## src/rtl/uart_rx.sv

```systemverilog
// 8N1 UART receiver with 16x oversampling. It feeds an 8-bit holding register
// through data_out/load and flags frames whose stop bit is low.
module uart_rx #(
    parameter int BAUD_DIV  = 54,
    parameter int DATA_BITS = 8
) (
    input  logic       clk,
    input  logic       reset,
    input  logic       rx,
    output logic [7:0] data_out,
    output logic       load,
    output logic       frame_err,
    output logic       busy
);

    localparam int TW = (BAUD_DIV > 1) ? $clog2(BAUD_DIV) : 1;
    localparam int BW = $clog2(DATA_BITS + 1);

    typedef enum logic [2:0] {
        IDLE,
        START,
        DATA,
        STOP,
        BREAK
    } state_t;

    state_t        state;
    logic          rx_meta;
    logic          rx_s;
    logic [TW-1:0] tick_cnt;
    logic          tick;
    logic [3:0]    samp_cnt;
    logic [BW-1:0] bit_idx;
    logic [7:0]    shreg;

    // Synchroniser resets to the idle-line level so reset never looks like a start bit.
    always_ff @(posedge clk or negedge reset) begin
        if (!reset) begin
            rx_meta <= 1'b1;
            rx_s    <= 1'b1;
        end else begin
            rx_meta <= rx;
            rx_s    <= rx_meta;
        end
    end

    assign tick = (tick_cnt == TW'(BAUD_DIV - 1));

    always_ff @(posedge clk or negedge reset) begin
        if (!reset) begin
            state     <= IDLE;
            tick_cnt  <= '0;
            samp_cnt  <= '0;
            bit_idx   <= '0;
            shreg     <= '0;
            data_out  <= '0;
            load      <= 1'b0;
            frame_err <= 1'b0;
            busy      <= 1'b0;
        end else begin
            load     <= 1'b0;
            tick_cnt <= tick ? '0 : tick_cnt + TW'(1);
            case (state)
                IDLE: begin
                    if (!rx_s) begin
                        // Restart the oversample phase at the falling edge.
                        state    <= START;
                        busy     <= 1'b1;
                        tick_cnt <= '0;
                        samp_cnt <= '0;
                    end
                end
                START: begin
                    if (tick) begin
                        if (samp_cnt == 4'd7) begin
                            samp_cnt <= '0;
                            if (!rx_s) begin
                                state   <= DATA;
                                bit_idx <= '0;
                            end else begin
                                state <= IDLE;
                                busy  <= 1'b0;
                            end
                        end else begin
                            samp_cnt <= samp_cnt + 4'd1;
                        end
                    end
                end
                DATA: begin
                    if (tick) begin
                        samp_cnt <= samp_cnt + 4'd1;
                        if (samp_cnt == 4'd15) begin
                            shreg   <= {rx_s, shreg[7:1]};
                            bit_idx <= bit_idx + BW'(1);
                            if (bit_idx == BW'(DATA_BITS - 1)) begin
                                state <= STOP;
                            end
                        end
                    end
                end
                STOP: begin
                    if (tick) begin
                        samp_cnt <= samp_cnt + 4'd1;
                        if (samp_cnt == 4'd15) begin
                            if (rx_s) begin
                                data_out  <= shreg;
                                load      <= 1'b1;
                                frame_err <= 1'b0;
                                state     <= IDLE;
                                busy      <= 1'b0;
                            end else begin
                                frame_err <= 1'b1;
                                state     <= BREAK;
                            end
                        end
                    end
                end
                BREAK: begin
                    if (rx_s) begin
                        state <= IDLE;
                        busy  <= 1'b0;
                    end
                end
                default: begin
                    state <= IDLE;
                    busy  <= 1'b0;
                end
            endcase
        end
    end

endmodule

```

## config.mk

```make
export PLATFORM = sky130hd
export DESIGN_NAME = uart_rx
export DESIGN_NICKNAME = d
export VERILOG_FILES = /design/src/rtl/uart_rx.sv
export SDC_FILE = /design/constraint.sdc
export NUM_CORES = 1
export LEC_CHECK = 0
export ABC_AREA = 0
export BUFFER_PORTS_ARGS = -buffer_cell sky130_fd_sc_hd__buf_2
export CORE_ASPECT_RATIO = 0.6
export CORE_UTILIZATION = 35
export CTS_BUF_LIST = sky130_fd_sc_hd__clkbuf_8 sky130_fd_sc_hd__clkbuf_16
export CTS_CLUSTER_SIZE = 20
export DETAILED_ROUTE_END_ITERATION = 16
export GPL_ROUTABILITY_DRIVEN = 0
export PLACE_DENSITY = 0.57
export SETUP_SLACK_MARGIN = 0.15
export SYNTH_ARGS = -nofsm -noshare
export SYNTH_HDL_FRONTEND = slang
export SYNTH_SLANG_ARGS = --single-unit
```

## constraint.sdc

```tcl
create_clock -name clk -period 2 [get_ports clk]
set_input_delay 0.4 -clock clk [delete_from_list [all_inputs] [get_ports clk]]
set_output_delay 0.4 -clock clk [all_outputs]
set_load 0.03 [all_outputs]
```

Word level (Yosys, flattened, before mapping)
Cells that the tools add are included.
Widths: inputs -> output; s select.

operators by class
  add/subtract/negate cells = 3
  eq/ne operators = 19
  muxes and demuxes = 37
  bitwise logic cells = 1
  reduce and logical (&&, ||, !) cells = 11

operators by type and width
  cell                 count
  $mux 4               8
  $mux 3               10
  $ne 2x2->1 const B   10
  $mux 6               3
  $pmux 3 s5           1
  $pmux 4 s3           1
  $reduce_and 6->1     2
  $mux 1               11
  $reduce_and 9->1     1
  $add 4x1->4 const B  2
  $eq 4x3->1 const B   2
  $pmux 4 s2           1
  $reduce_and 4->1     2
  $add 6x1->6 const B  1
  $eq 3x2->1 const B   2
  $eq 6x6->1 const B   1
  $reduce_and 3->1     2
  $pmux 1 s5           1
  $eq 4x4->1 const B   1
  $eq 3x1->1 const B   1
  $eq 3x3->1 const B   1
  $logic_not 3->1      1
  $reduce_bool 3->1    1
  $mux 2               1
  other kinds (4)      4

storage, ports and cells
  register bits after elaboration = 38

Longest topological paths before layout
  word-level depth = 5
  mapped depth = 8
  depth with buffers taken out = 6

Least setup slack after synthesis
Ideal clock, no wire load.

  path type = register -> register
  from = reg tick_cnt[1]
  to = reg shreg[0]
  setup time = 0.125 ns
  data arrival time = 1.675 ns
  required time = 1.875 ns
  path slack = 0.200 ns
  stages on the path, launching flop included = 9
  buffers on the path = 2
  cells stage by stage = dfrtp_1 -> inv_1 -> ha_1 -> and4b_1 -> buf_4 -> nand4_2 -> nor2b_1 -> buf_4 -> mux2_2

on the way
  cells in the longest elaborated chain, start to end = 2

RTL lines
  element                     RTL line  source
  from (decl)                 30        logic [TW-1:0] tick_cnt;
  from (signal assigned)      62        tick_cnt <= tick ? '0 : tick_cnt + TW'(1);
  $eq 6x6->1                  47        assign tick = (tick_cnt == TW'(BAUD_DIV - 1));
  $reduce_and 3->1 (no line)  --
  to (signal assigned)        93        shreg <= {rx_s, shreg[7:1]};
  to (decl)                   34        logic [7:0] shreg;

Every way passes these cells.
A chain may end at the register's enable or synchronous reset.

Final worst setup path
  from = reg tick_cnt[1]
  to = reg bit_idx[0]

on the way
  cells in the longest elaborated chain, start to end = 3

RTL lines
  element                         RTL line  source
  $eq 6x6->1 (*)                  47
  $ne 2x2->1 (no line)            --
  $reduce_and 6->1 (no line) (*)  --
  to (signal assigned)            94        bit_idx <= bit_idx + BW'(1);
  to (decl)                       33        logic [BW-1:0] bit_idx;

Mark *: on every way between the ends. The rest lies on a longest branch, timed or not.

==> metrics.csv <==
metric,value,unit
total_power,1.334,mW
worstSetupStartpointType,flop,
synth_seq_cells,38,
dpl.hpwl,2566,um
maxCapViolCount,0,
wl,3688,um
grt_pass1_wl,6106,um
final_hold_viol_count,0,
ys_warn_count,0,
gr-usage-all-layers,15.30,%
clock_latency,290,ps
place_area,1907,um2
post-place-cells,225,
core,4659,um2
antenna_found_initial,0,
end_kind,flop,
async_flop_share,100.0,%
nets,182,
fin_crit,1856,ps
cts.sinks,38,
relSlewSlack,64.34,%
clock_path_buffers,2,
final_cells,239,
grt_max_degree,39,
htreeDepth,2,
synth_cell_types,43,
num-fill-cells,445,
hp-class,in2async,
syn_inst,147,
worst-path-max-fanout,4,
synth_xor_area_share,2.533,%
grt_pass1_vias,1228,
status,"finished, final reports clean",
period_share,92.78,%
viasPerCell,5.238,
wl_per_cell,15.43,um
tns,0,ps
vias,1252,
cts_root_buffer,clkbuf_8,
grt_overflow,0,
synth_top_cell_area_share,52.10,%
cpPeakStageDelay,400,ps
synth_flop_cell,dfrtp_1,
rsz0062_at_grt,yes,
crit_arrival,2030,ps
synth_area_leader_cell,dfrtp_1,
utilization,44.47,%
io_pins,14,
num_antenna_cells,0,
stdcell_area,2072,um2
clkTransAtPathRegs,80,ps
synth_top_cells_by_area,"dfrtp_1 52%, mux2_2 10%, dfstp_2 3.0%",
io_buffers,13,
synthAdderAreaFrac,2.894,%
drc,0,
drive_gt1_share,34.66,%
path_cells,inv_1 > ha_1 > and4b_2 > and3_4 > or3b_4 > mux2_4,
worst_hold_slack,152.6,ps
synth_fp_nets,154,
fp-row-count,19,
start_util,37.11,%
tightest_slew,533.7,ps
synth-seq-area-share,55.14,%
synth_top_family_by_area,simple AND/OR/NAND/NOR gates,
fin_skew,8.499,ps
synth_area,1729,um2
die-area,5235,um2
setup_ws,144.4,ps
dp_worst_setup_slack,89.54,ps
powerDensity,643.9,nW/um2
drt_iter0_drc,42,
synth_edf_count,0,
drtPass1Iterations,4,
p_leak,0.9959,nW
antenna_left,0,
required,2180,ps
cts_buffers,5,
syn_area_per_cell,11.76,um2
yosys.area_share.simple,15.12,%
ir_worst_vdd,0.3342,mV
synth_compound_gate_area_share,9.407,%
synth.area.mux_share,11.87,%
cp_slowest_cell,or3b_4,
die_w,92.74,um
tritoncts,built,
maxSlewViolCount,0,
syn_to_final_growth,19.83,%
setup_viol,0,
fmax,538.9,MHz
die_h,56.45,um
worstSetupPathType,reg2reg,
## cell families after synthesis
group	count (synthesis)
multiplexers	18
AO/OA/AOI/OAI	24
adder cells (fa/ha/maj)	4
flip-flops	38
XOR/XNOR	5
AND/OR/NAND/NOR	46
buffers and inverters	12
## path summary, 6_finish.rpt
check	startpoint	to	slack [ps]	cells past startpoint
max in group asynchronous	reset	rx_meta	1480	2
min reg2reg	rx_meta	rx_s	360	0
max	tick_cnt[1]	bit_idx[0]	140	6
min in group clk	rx	rx_meta	220	1
min	reset	bit_idx[0]	150	2
max reg2reg	tick_cnt[1]	bit_idx[0]	140	6
## cell type report
class / instances / area, um2 / area share [%]
multi-input cells: 97 / 740.7 / 35.75
well taps: 63 / 78.83 / 3.804
flip-flops and latches: 38 / 953.4 / 46.01
repair buffers: 28 / 188.9 / 9.118
clock inverters: 2 / 8.758 / 0.4227
clock buffers: 6 / 82.58 / 3.986
inverters: 5 / 18.77 / 0.9058
## routing by layer
| metal | up-vias | global-route usage, % | wire length, um |
|---|---|---|---|
| li1 | 580 | - | - |
| met1 | 645 | 21.59 | 1800 |
| met2 | 21 | 22.75 | 1719 |
| met3 | 6 | 5.014 | 134 |
| met4 | 0 | 3.736 | 33 |
| met5 | - | 0 | 0 |
## worst max-delay path: cells and delay by family, from the launching register on
family        cells  cell delay, ps
simple gates      3             900
mux               1             270
flops             1             390
buf+inv           1              60
fa+ha+maj         1             140
## placed cells by master (no fill, tap or decap), types with 3 or more instances in the layout
cell type   n
dfrtp_1    36
mux2_2     16
buf_2      13
nor2_1     12
buf_4      12
nand2_1     7
inv_1       6
nand3_1     6
clkbuf_8    6
o21ai_0     5
a21oi_1     5
ha_1        4
xnor2_1     3
buf_6       3
## what timing repair did
item / CTS / global route
gates resized for setup: 2 / 5
hold buffers: 0 / 0
pin swaps: 1 / 0
setup buffers: 2 / 4
setup endpoints to repair: 15 / 18
## flip-flops by register name, indices dropped and copies added, names as in the netlist
name       flops
rx_meta        1
state          3
busy           1
frame_err      1
samp_cnt       4
bit_idx        4
tick_cnt       6
rx_s           1
data_out       8
load           1
shreg          8
## synth_stat cells (all sizes together) (3+ instances only)
cell     n
a21oi    5
buf      3
clkbuf   4
dfrtp   36
ha       4
inv      5
mux2    17
nand2    7
nand3    6
nor2    13
nor2b    3
o21ai    5
xnor2    3
## where the power goes
group / internal (mW) / total [mW] / leakage, nW / switching [mW]
Combinational: 0.00354 / 0.0198 / 0.440 / 0.0163
Clock: 0.273 / 0.539 / 0.0524 / 0.266
Sequential: 0.772 / 0.775 / 0.504 / 0.00358
Power figures use the tool's default switching activity.
